`config.mk`:
```
export PLATFORM = sky130hd
export DESIGN_NAME = uart_rx_ext
export DESIGN_NICKNAME = d
export VERILOG_FILES = /design/src/rtl/uart_pkg.sv /design/src/rtl/uart_rx_fifo.sv /design/src/rtl/uart_rx_ext.sv
export SDC_FILE = /design/constraint.sdc
export NUM_CORES = 1
export LEC_CHECK = 0
export CORE_UTILIZATION = 60
export CTS_CLUSTER_SIZE = 10
export DETAILED_ROUTE_END_ITERATION = 10
export PLACE_DENSITY = 0.9
export SYNTH_ARGS = -nofsm -noshare
export SYNTH_HDL_FRONTEND = slang
export SYNTH_SLANG_ARGS = --single-unit
export TNS_END_PERCENT = 50
```
`constraint.sdc`:
```
create_clock -name clk -period 12.5 [get_ports clk]
set_input_delay 1.875 -clock clk [delete_from_list [all_inputs] [get_ports clk]]
set_output_delay 1.875 -clock clk [all_outputs]
set_load 0.05 [all_outputs]
```
`src/rtl/uart_pkg.sv`:
```
// -----------------------------------------------------------------------------
// uart_pkg
// Shared definitions for the extended UART receiver:
//   - receiver FSM state codes
//   - data-bits configuration encoding and a helper that maps it to the
//     index of the last data bit
//   - layout of a FIFO word and of the rx_err flag pair
// -----------------------------------------------------------------------------
package uart_pkg;

    // Receiver FSM state codes.
    localparam logic [2:0] ST_IDLE     = 3'd0;
    localparam logic [2:0] ST_START    = 3'd1;
    localparam logic [2:0] ST_DATA     = 3'd2;
    localparam logic [2:0] ST_PARITY   = 3'd3;
    localparam logic [2:0] ST_STOP     = 3'd4;
    localparam logic [2:0] ST_BRK_WAIT = 3'd5;

    // cfg_data_bits encoding.
    localparam logic [1:0] DBITS_5 = 2'b00;
    localparam logic [1:0] DBITS_6 = 2'b01;
    localparam logic [1:0] DBITS_7 = 2'b10;
    localparam logic [1:0] DBITS_8 = 2'b11;

    // FIFO word: {parity_err, frame_err, data[7:0]}.
    localparam int FIFO_WIDTH   = 10;
    localparam int WORD_PAR_BIT = 9;
    localparam int WORD_FRM_BIT = 8;

    // Positions of the flags inside rx_err.
    localparam int ERR_PARITY_BIT = 1;
    localparam int ERR_FRAME_BIT  = 0;

    // Index of the last data bit for a given encoding (5 bits -> 4 ... 8 -> 7).
    function automatic logic [2:0] last_bit_idx(input logic [1:0] enc);
        return 3'd4 + {1'b0, enc};
    endfunction

endpackage

```
`src/rtl/uart_rx_fifo.sv`:
```
// -----------------------------------------------------------------------------
// uart_rx_fifo
// Synchronous first-word-fall-through FIFO for received characters.
// The head entry is presented on rd_data whenever valid is high; rd_data is
// forced to zero while empty so the outputs are clean out of reset.
// A push into a full FIFO is dropped (drop pulses) unless a pop happens in the
// same cycle, in which case both succeed.
//
// Ports:
//   clk, rst_n        clock, asynchronous active-low reset
//   push, wr_data     write strobe and word
//   pop               read strobe (ignored while empty)
//   rd_data           head word (0 when empty)
//   valid             FIFO not empty
//   level             number of entries held, 0..DEPTH
//   drop              a push was discarded because the FIFO was full
// -----------------------------------------------------------------------------
module uart_rx_fifo
    import uart_pkg::*;
#(
    parameter int DEPTH = 8,
    parameter int WIDTH = FIFO_WIDTH
) (
    input  logic                     clk,
    input  logic                     rst_n,
    input  logic                     push,
    input  logic [WIDTH-1:0]         wr_data,
    input  logic                     pop,
    output logic [WIDTH-1:0]         rd_data,
    output logic                     valid,
    output logic [$clog2(DEPTH):0]   level,
    output logic                     drop
);

    localparam int AW = $clog2(DEPTH);
    localparam logic [AW-1:0] PTR_ONE  = AW'(1);
    localparam logic [AW:0]   LVL_ONE  = (AW + 1)'(1);
    localparam logic [AW:0]   LVL_FULL = (AW + 1)'(DEPTH);

    logic [WIDTH-1:0] mem [DEPTH];
    logic [AW-1:0]    wr_ptr;
    logic [AW-1:0]    rd_ptr;
    logic             do_push;
    logic             do_pop;

    assign valid   = (level != '0);
    assign do_pop  = pop && valid;
    assign do_push = push && ((level != LVL_FULL) || do_pop);
    assign drop    = push && !do_push;
    assign rd_data = valid ? mem[rd_ptr] : '0;

    // NOTE: storage has no reset; the pointers and level define which entries
    // are meaningful, so resetting the array would only cost reset fan-out.
    always_ff @(posedge clk) begin
        if (do_push) begin
            mem[wr_ptr] <= wr_data;
        end
    end

    // NOTE: sequential state is always updated with <= so every flop samples
    // the pre-edge values, independent of statement order.
    always_ff @(posedge clk or negedge rst_n) begin
        if (!rst_n) begin
            wr_ptr <= '0;
            rd_ptr <= '0;
            level  <= '0;
        end else begin
            if (do_push) begin
                wr_ptr <= wr_ptr + PTR_ONE;
            end
            if (do_pop) begin
                rd_ptr <= rd_ptr + PTR_ONE;
            end
            case ({do_push, do_pop})
                2'b10:   level <= level + LVL_ONE;
                2'b01:   level <= level - LVL_ONE;
                default: level <= level;
            endcase
        end
    end

endmodule

```
`src/rtl/uart_rx_ext.sv`:
```
// -----------------------------------------------------------------------------
// uart_rx_ext
// Configurable UART receiver (5..8 data bits, optional odd/even parity,
// one or two stop bits) with break detection, a first-word-fall-through
// receive FIFO and a sticky overrun flag.
//
// Optional feature: define UART_RX_MAJORITY_EN to take each bit as the 2-of-3
// majority of the samples at mid-1, mid and mid+1; otherwise one sample at mid.
//
// Ports:
//   clk, rst_n            clock, asynchronous active-low reset
//   rx                    asynchronous serial input, idle high
//   baud_div              clocks per bit (values below 4 are treated as 4)
//   cfg_data_bits         00=5, 01=6, 10=7, 11=8 data bits
//   cfg_parity_en/odd     parity enable, odd parity select
//   cfg_stop2             two stop bits
//   rx_data, rx_err       FIFO head: data (upper bits 0), {parity_err, frame_err}
//   rx_valid, rx_ready    FIFO not empty / pop request
//   fifo_level            FIFO occupancy
//   overrun, ovr_clr      sticky "character dropped" flag and its clear
//   break_det             one-cycle pulse when a break frame is received
// -----------------------------------------------------------------------------
module uart_rx_ext #(
    parameter int CLK_FREQ       = 50000000,
    parameter int BAUD_DIV_WIDTH = 16,
    parameter int FIFO_DEPTH     = 8
) (
    input  logic                          clk,
    input  logic                          rst_n,
    input  logic                          rx,
    input  logic [BAUD_DIV_WIDTH-1:0]     baud_div,
    input  logic [1:0]                    cfg_data_bits,
    input  logic                          cfg_parity_en,
    input  logic                          cfg_parity_odd,
    input  logic                          cfg_stop2,
    output logic [7:0]                    rx_data,
    output logic [1:0]                    rx_err,
    output logic                          rx_valid,
    input  logic                          rx_ready,
    output logic [$clog2(FIFO_DEPTH):0]   fifo_level,
    output logic                          overrun,
    input  logic                          ovr_clr,
    output logic                          break_det
);

    import uart_pkg::*;

    localparam int            BW      = BAUD_DIV_WIDTH;
    localparam logic [BW-1:0] MIN_DIV = BW'(4);
    localparam logic [BW-1:0] CNT_ONE = BW'(1);

    // Synchroniser and frame state.
    logic                  rx_s1;
    logic                  rx_sync;
    logic [2:0]            state;
    logic [BW-1:0]         cnt;
    logic [BW-1:0]         div_q;
    logic [1:0]            bits_q;
    logic                  par_en_q;
    logic                  par_odd_q;
    logic                  stop2_q;
    logic [2:0]            bit_idx;
    logic                  stop_idx;
    logic [7:0]            shreg;
    logic                  par_err_q;
    logic                  par_bit_q;
    logic                  frm_err_q;

    // Combinational helpers.
    logic [BW-1:0]         div_eff;
    logic [BW-1:0]         mid;
    logic                  sample_now;
    logic                  sample_bit;
    logic                  last_data;
    logic                  last_stop;
    logic                  frm_err_fin;
    logic                  is_break;
    logic                  push;
    logic [FIFO_WIDTH-1:0] push_word;
    logic [FIFO_WIDTH-1:0] head_word;
    logic                  fifo_drop;

    assign div_eff = (baud_div < MIN_DIV) ? MIN_DIV : baud_div;

    // START samples half a bit in. After any sample the counter restarts, so
    // the next bit centre is D-1 counts later; in majority mode the decision
    // is taken one clock after the centre, so the centre moves to D-2.
    // NOTE: every output of this block gets a value on every path, so no
    // latch is inferred.
    always_comb begin
        if (state == ST_START) begin
            mid = (div_q >> 1) - CNT_ONE;
        end else begin
`ifdef UART_RX_MAJORITY_EN
            mid = div_q - BW'(2);
`else
            mid = div_q - CNT_ONE;
`endif
        end
    end

`ifdef UART_RX_MAJORITY_EN
    logic [BW-1:0] mid_m1;
    logic [BW-1:0] mid_p1;
    logic          maj_s0;
    logic          maj_s1;

    assign mid_m1     = mid - CNT_ONE;
    assign mid_p1     = mid + CNT_ONE;
    assign sample_now = (cnt == mid_p1);
    assign sample_bit = (maj_s0 & maj_s1) | (maj_s0 & rx_sync) | (maj_s1 & rx_sync);

    always_ff @(posedge clk or negedge rst_n) begin
        if (!rst_n) begin
            maj_s0 <= 1'b1;
            maj_s1 <= 1'b1;
        end else begin
            if (cnt == mid_m1) begin
                maj_s0 <= rx_sync;
            end
            if (cnt == mid) begin
                maj_s1 <= rx_sync;
            end
        end
    end
`else
    assign sample_now = (cnt == mid);
    assign sample_bit = rx_sync;
`endif

    assign last_data   = (bit_idx == last_bit_idx(bits_q));
    assign last_stop   = !stop2_q || stop_idx;
    assign frm_err_fin = frm_err_q | ~sample_bit;
    // A break is a framing error on an all-zero character (parity bit included).
    assign is_break    = frm_err_fin && (shreg == 8'h00) && (!par_en_q || !par_bit_q);
    assign push        = (state == ST_STOP) && sample_now && last_stop;

    always_comb begin
        push_word               = '0;
        push_word[7:0]          = shreg;
        push_word[WORD_PAR_BIT] = par_err_q;
        push_word[WORD_FRM_BIT] = frm_err_fin;
    end

    // Two-flop synchroniser; resets to the idle line level.
    always_ff @(posedge clk or negedge rst_n) begin
        if (!rst_n) begin
            rx_s1   <= 1'b1;
            rx_sync <= 1'b1;
        end else begin
            rx_s1   <= rx;
            rx_sync <= rx_s1;
        end
    end

    // Bit-period counter: restarts at every sample decision.
    always_ff @(posedge clk or negedge rst_n) begin
        if (!rst_n) begin
            cnt <= '0;
        end else if (state == ST_IDLE || state == ST_BRK_WAIT || sample_now) begin
            cnt <= '0;
        end else begin
            cnt <= cnt + CNT_ONE;
        end
    end

    always_ff @(posedge clk or negedge rst_n) begin
        if (!rst_n) begin
            state     <= ST_IDLE;
            div_q     <= MIN_DIV;
            bits_q    <= DBITS_8;
            par_en_q  <= 1'b0;
            par_odd_q <= 1'b0;
            stop2_q   <= 1'b0;
            bit_idx   <= '0;
            stop_idx  <= 1'b0;
            shreg     <= '0;
            par_err_q <= 1'b0;
            par_bit_q <= 1'b0;
            frm_err_q <= 1'b0;
        end else begin
            case (state)
                ST_IDLE: begin
                    if (!rx_sync) begin
                        state     <= ST_START;
                        div_q     <= div_eff;
                        bits_q    <= cfg_data_bits;
                        par_en_q  <= cfg_parity_en;
                        par_odd_q <= cfg_parity_odd;
                        stop2_q   <= cfg_stop2;
                    end
                end
                ST_START: begin
                    if (sample_now) begin
                        if (!sample_bit) begin
                            state     <= ST_DATA;
                            bit_idx   <= '0;
                            stop_idx  <= 1'b0;
                            shreg     <= '0;
                            par_err_q <= 1'b0;
                            par_bit_q <= 1'b0;
                            frm_err_q <= 1'b0;
                        end else begin
                            state <= ST_IDLE;  // glitch: line went high again
                        end
                    end
                end
                ST_DATA: begin
                    if (sample_now) begin
                        shreg[bit_idx] <= sample_bit;
                        bit_idx        <= bit_idx + 3'd1;
                        if (last_data) begin
                            state <= par_en_q ? ST_PARITY : ST_STOP;
                        end
                    end
                end
                ST_PARITY: begin
                    if (sample_now) begin
                        par_bit_q <= sample_bit;
                        par_err_q <= sample_bit != (^shreg ^ par_odd_q);
                        state     <= ST_STOP;
                    end
                end
                ST_STOP: begin
                    if (sample_now) begin
                        frm_err_q <= frm_err_fin;
                        stop_idx  <= 1'b1;
                        if (last_stop) begin
                            state <= is_break ? ST_BRK_WAIT : ST_IDLE;
                        end
                    end
                end
                ST_BRK_WAIT: begin
                    if (rx_sync) begin
                        state <= ST_IDLE;
                    end
                end
                default: state <= ST_IDLE;
            endcase
        end
    end

    always_ff @(posedge clk or negedge rst_n) begin
        if (!rst_n) begin
            break_det <= 1'b0;
            overrun   <= 1'b0;
        end else begin
            break_det <= push && is_break;
            // A new drop wins over a simultaneous clear.
            if (fifo_drop) begin
                overrun <= 1'b1;
            end else if (ovr_clr) begin
                overrun <= 1'b0;
            end
        end
    end

    uart_rx_fifo #(
        .DEPTH (FIFO_DEPTH),
        .WIDTH (FIFO_WIDTH)
    ) u_fifo (
        .clk     (clk),
        .rst_n   (rst_n),
        .push    (push),
        .wr_data (push_word),
        .pop     (rx_ready),
        .rd_data (head_word),
        .valid   (rx_valid),
        .level   (fifo_level),
        .drop    (fifo_drop)
    );

    assign rx_data                = head_word[7:0];
    assign rx_err[ERR_PARITY_BIT] = head_word[WORD_PAR_BIT];
    assign rx_err[ERR_FRAME_BIT]  = head_word[WORD_FRM_BIT];

endmodule

```
# Word-level counts from Yosys, hierarchy flattened
# Memory sizes are Yosys's and may differ from the RTL's.
# Index checks and enable logic that the tools add are counted.
# word_totals
ff_bits	69
latch_bits	0
ram_bits	80
romBits	0
input_bits	26
memories	1
# op_classes
addsub	9
mul	0
div_mod_pow	0
order_cmp	3
eq_ne	20
shifts	0
n_mux	42
bitwise_logic	3
reduce_logical	32
# memory_table
name	words	word_bits	rd	rd_ports_with_merged_regs	wr	line	text
u_fifo.mem	8	10	1	0	1	uart_rx_fifo.sv:40	logic [WIDTH-1:0] mem [DEPTH];
# op_table
cell	n
2-to-1 mux 16 bit	3
2-to-1 mux 3 bit	13
2-to-1 mux 8 bit	3
inequality test 2 bit (second input constant)	9
case mux 3 bit (6 select lines)	1
adder 16 x 1 -> 16 bit (second input constant)	1
== test 16 bit	1
less-than comparator 16 x 3 -> 1 bit (second input constant)	1
case mux 8 bit (2 select lines)	1
subtractor 15 x 1 -> 16 bit (second input constant)	1
subtractor 16 x 1 -> 16 bit (second input constant)	1
AND reduction 4 bit	3
2-to-1 mux 1 bit	11
2-to-1 mux 10 bit	1
nonzero test 2 bit	5
adder 3 x 1 -> 3 bit (second input constant)	3
logical AND 1 bit	9
bitwise mux 8 bit	1
logical NOT 8 bit	1
case mux 1 bit (2 select lines)	4
case mux 4 bit (2 select lines)	1
AND reduction 8 bit	1
parity 8 bit	1
== test 3 x 2 -> 1 bit (second input constant)	2
other kinds (23)	31

# Longest topological paths before layout
# logic_depth
ltp_word	9
ltp_mapped	20
ltp_nobuf	18

# Cells and area by module
# A second synthesis with hierarchy kept.
# hier_totals
cells_unflattened	613
hier_area_um2	7619.8
# by_module_without_submodules
module	instances	cells_per_inst	area_per_inst_um2	seq_area_each_um2
uart_rx_ext	1	424	3980.1	1482.7
uart_rx_fifo	1	189	3639.7	2652.5

# Least setup slack after synthesis
# No wires, ideal clock.
# synth_path
kind	register -> register
start	register state[2]
end	memory u_fifo.mem[2][0] in the netlist's numbering, enable pin
arrival_ns	3.883
setup_slack_ns	8.225
path_stages_with_launch	14
n_path_buf	2
period_less_slack_ns	4.275
path_cell_list	dfrtp_1 -> or3b_1 -> buf_2 -> clkbuf_1 -> a21oi_1 -> ha_1 -> a21boi_1 -> nand3_1 -> o2bb2ai_1 -> nor4b_1 -> and4_1 -> nand3b_4 -> or3_1 -> nor3b_1
# synth_between
elab_chain_cells	8
# synth_lines
item	line	text
from (decl)	uart_rx_ext.sv:55	logic [2:0] state;
from (signal assigned)	uart_rx_ext.sv:213	state <= par_en_q ? ST_PARITY : ST_STOP;
from (signal assigned)	uart_rx_ext.sv:229	state <= is_break ? ST_BRK_WAIT : ST_IDLE;
== test 3 x 1 -> 1 bit	uart_rx_ext.sv:91	if (state == ST_START) begin
2-to-1 mux 16 bit	uart_rx_ext.sv:91	
== test 16 bit	uart_rx_ext.sv:127	assign sample_now = (cnt == mid);
logical AND 1 bit * (2 in a row)	uart_rx_ext.sv:136	assign push = (state == ST_STOP) && sample_now && last_stop;
logical AND 1 bit *	uart_rx_fifo.sv:48	assign do_push = push && ((level != LVL_FULL) || do_pop);
2-to-1 mux 1 bit *	uart_rx_fifo.sv:55	if (do_push) begin
2-to-1 mux 1 bit (not written as such) *	uart_rx_fifo.sv:56	mem[wr_ptr] <= wr_data;
to (decl)	uart_rx_fifo.sv:40	
# Every way passes the cells marked *; elsewhere a longest branch is shown, timed or not.

# Worst setup path after layout
# layout_path
start	register state[2]
end	register u_fifo.level[3]
# layout_between
elab_chain_cells	8
# layout_lines
item	line	text
== test 3 x 1 -> 1 bit	uart_rx_ext.sv:91	
2-to-1 mux 16 bit	uart_rx_ext.sv:91	
== test 16 bit	uart_rx_ext.sv:127	
logical AND 1 bit * (2 in a row)	uart_rx_ext.sv:136	
logical AND 1 bit *	uart_rx_fifo.sv:48	
== test 2 x 1 -> 1 bit or == test 2 bit (tied branches)	uart_rx_fifo.sv:74	case ({do_push, do_pop})
case mux 4 bit (2 select lines) or nonzero test 2 bit (tied branches)	--	
to (signal assigned)	uart_rx_fifo.sv:75	2'b10: level <= level + LVL_ONE;
to (signal assigned)	uart_rx_fifo.sv:76	2'b01: level <= level - LVL_ONE;
to (signal assigned)	uart_rx_fifo.sv:77	default: level <= level;
to (decl)	uart_rx_fifo.sv:31	output logic [$clog2(DEPTH):0] level,
# Marked as above.
# A chain may end at the register's enable or synchronous reset.

==> impl_metrics.py <==
metrics = {
    "outcome": {
        "status": "finished, final reports clean",
    },
    "flow_run": {
        "maxCapViolCount": 0,
    },
    "cts": {
        "cts_hold_buf": 0,
        "cts-root-buf": "clkbuf_16",
        "clock-sinks": 149,
        "cts_tree": "built",
        "insertion_delay_ps": 440,
        "cts_setup_buffers": 0,
        "htree_levels": 4,
        "clkTransAtPathRegs_ps": 70,
        "cts.path.max_buffers": 2,
        "cts_resized": 0,
        "cts_buffers": 17,
    },
    "setup_path": {
        "cp_max_fo": 28,
        "r2r_cells": 18,
        "cpPeakStageDelay_ps": 890,
        "crit_path_end_kind": "register",
        "startpoint_type": "register",
        "crit_path_cell_trace": "or3b_1 > nor2_1 > a21oi_1 > ha_1 > a21boi_1 > nand3b_1 > nor4_1 > o32ai_1 > nor3_4 > nand3b_4 > or2_4 > o21ai_4 > inv_2 > ha_1 > a21o_1 > a21oi_1 > mux2i_1 > xnor2_1",
        "required_ps": 12860,
        "crit_arrival_ps": 5730,
        "crit_type": "register to register",
        "r2r-end": "u_fifo.level[3]",
        "slowest_stage": "or3b_1",
        "rrSetupSlack_ps": 7130,
        "cp-endpoint": "u_fifo.level[3]",
        "rr_startpoint": "state[2]",
        "cp-startpoint": "state[2]",
    },
    "sta": {
        "setup_tns_ps": 0,
        "fin_skew_ps": 12.61,
        "fin_crit_ps": 5373,
        "worst_pin_slew_ps": 1273,
        "hold_viol_final": 0,
        "period_share_pct": 42.99,
        "layout_setup_ws_ps": 7127,
        "fmax_mhz": 186.1,
        "slew_headroom_pct": 14.53,
        "rsz0062_at_grt": "false",
        "setup-violations-final": 0,
        "drv_slew": 0,
    },
    "die": {
        "die_h_um": 114.5,
        "ioPinCount": 43,
        "rows": 40,
        "start_util_pct": 62.49,
        "fp.dieW_um": 114.5,
        "dieArea_um2": 13120,
        "core_area_um2": 12160,
    },
    "global_route": {
        "grt_max_degree": 70,
        "antenna_found_initial": 1,
        "gr-total-overflow": 0,
        "grt_pass1_wl_um": 28970,
        "grt_pass1_vias": 5291,
        "grt.total_usage_pct": 30.09,
    },
    "power": {
        "peakVddDrop_v": 0.00009027,
        "pwr-share-clk_pct": 45.7,
        "p_switching_w": 0.0002878,
        "p_leak_nw": 3.489,
        "sw_frac_of_total_pct": 24.91,
        "combPwrFrac_pct": 6.7,
        "p_seq_share_pct": 47.6,
        "p_int_w": 0.0008678,
        "powerDensity_nw_per_um2": 131.5,
    },
    "route": {
        "remaining_drc_errors": 0,
        "drt_iter0_drc": 579,
        "ant_nets": 0,
        "wirelength_um": 18390,
        "avgViaCountPerCell": 6.425,
        "wl_per_cell_um": 21.79,
        "vias": 5423,
        "firstDrtPassIters": 7,
    },
    "layout": {
        "drive_above_1_share_pct": 15.38,
        "regArea_um2": 4135,
        "nFillCells": 807,
        "nets": 701,
        "layout_common_cells": "80 x edfxtp_1, 64 x dfrtp_1, 52 x nor2_1",
        "multi_input_area_um2": 3261,
        "antennaDiodeCount": 0,
        "final_common_cell": "edfxtp_1",
        "syn2layout_area_growth_pct": 15.67,
    },
    "synth": {
        "postSynthCellCount": 627,
        "synthArstFlopShare_pct": 46.31,
        "synthFlopType": "edfxtp_1",
        "yosysSeqAreaShare_pct": 54.41,
        "synth-compound-area-share_pct": 8.298,
        "syn_avg_cell_area_um2": 12.12,
        "yosysTopAreaCellShare_pct": 31.61,
        "synth_area_um2": 7600,
        "synth_simple_gate_area_share_pct": 15.29,
        "ys_ff_latch": 149,
        "synth.largest_area_cell": "edfxtp_1",
        "synth_top_family_by_area": "simple AND/OR/NAND/NOR gates",
        "synth_edf_count": 80,
        "yosys_warnings": 0,
        "synth_xor_xnor_area_share_pct": 5.071,
        "synthTopCellsByArea": "edfxtp_1 32%, dfrtp_1 21%, mux4_2 5.9%",
        "synth_cell_types": 73,
        "synth_nets": 665,
        "synthMuxAreaShare_pct": 11.74,
        "synth_fa_ha_area_share_pct": 2.074,
    },
    "min_path": {
        "whs_path_depth": 0,
        "hold_path_class": "register to register",
    },
    "place": {
        "pre_cts_ws_ps": 6818,
        "place_congestion": 0.9538,
        "dp_hpwl_um": 12590,
        "portBuffers": 42,
    },
}
state kept, by name, summed over array words and instances (netlist names):
register,count
rx_s1,1
stop2_q,1
u_fifo.rd_ptr,3
shreg,8
break_det,1
overrun,1
par_en_q,1
u_fifo.wr_ptr,3
frm_err_q,1
stop_idx,1
cnt,16
state,3
par_odd_q,1
par_err_q,1
bit_idx,3
bits_q,2
u_fifo.mem,80
par_bit_q,1
div_q,16
rx_sync,1
u_fifo.level,4
cell families (layout without fill, tap and decap cells):
| family | count (synthesis) | after routing |
|---|---|---|
| AOI/OAI and AO/OA | 85 | 85 |
| adders and majority gates | 12 | 12 |
| DFF | 149 | 149 |
| xor gates and xnor gates | 44 | 44 |
| and+or+nand+nor | 217 | 217 |
| muxes | 62 | 62 |
| buffers and inverters | 58 | 107 |
cell usage after synthesis, types with 10 or more instances:
master / instances
a21oi_1: 16
clkbuf_1: 19
dfrtp_1: 64
edfxtp_1: 80
ha_1: 11
inv_1: 24
mux2_2: 17
mux2i_1: 25
mux4_2: 20
nand2_1: 51
nand2b_1: 10
nand3_1: 17
nor2_1: 52
nor3_1: 12
nor4_1: 13
o21ai_0: 17
xnor2_1: 29
xor2_1: 15
power groups by stage:
stage	Sequential (W)	Clock, W	Combinational, W
detailed placement	0.000559	0	0.0000753
CTS	0.000549	0.000531	0.0000769
global route	0.000551	0.000553	0.0000846
global placement	0.000558	0	0.0000712
floorplan	0.000548	0	0.0000567
finish	0.000550	0.000529	0.0000773
how the worst min path moves through the flow:
stage	start	end	slack, ps
detailed placement	rx_s1	rx_sync	350
finish	rx_s1	rx_sync	360
global route	rx_s1	rx_sync	360
CTS	rx_s1	rx_sync	360
global placement	rx_s1	rx_sync	350
floorplan	rx_s1	rx_sync	350
per-layer routing:
layer | global-route usage, % | vias to the layer above | share of wire (%)
met5 | 0 | - | 0.071
met4 | 12.29 | 2 | 3.3
met3 | 7.464 | 52 | 8.2
met2 | 49.82 | 302 | 51
met1 | 38.10 | 2675 | 38
li1 | - | 2392 | -
cell type report:
cell class	count	area share, %
Sequential cell	149	47.04
Multi-Input combinational cell	420	37.09
Timing Repair Buffer	50	5.408
Clock buffer	17	4.839
Tap cell	168	2.391
Clock inverter	15	2.163
Inverter	25	1.067
per-stage QoR:
| step | area, um2 | total power [W] | hold WS [ps] | utilization [%] | cells |
|---|---|---|---|---|---|
| global placement | 8160 | 0.0006292 | 347.6 | 67.10 | 812 |
| CTS | 8776 | 0.001156 | 361.8 | 72.16 | 844 |
| finish | 8791 | 0.001156 | 360.1 | 72.28 | 844 |
| global route | 8791 | 0.001188 | 364.0 | 72.28 | 844 |
| detailed placement | 8160 | 0.0006341 | 351.8 | 67.10 | 812 |
| floorplan | 7600 | 0.0006043 | 345.2 | - | 627 |
critical path, delay by kind of cell, from the launching register on:
family	cells	cell delay, ps
fa+ha+maj	2	540
compound gates	6	1320
flops	1	730
mux	1	250
buf+inv	1	90
simple gates	7	2210
xor+xnor	1	130
No activity file was read; power rests on OpenSTA's default activity.
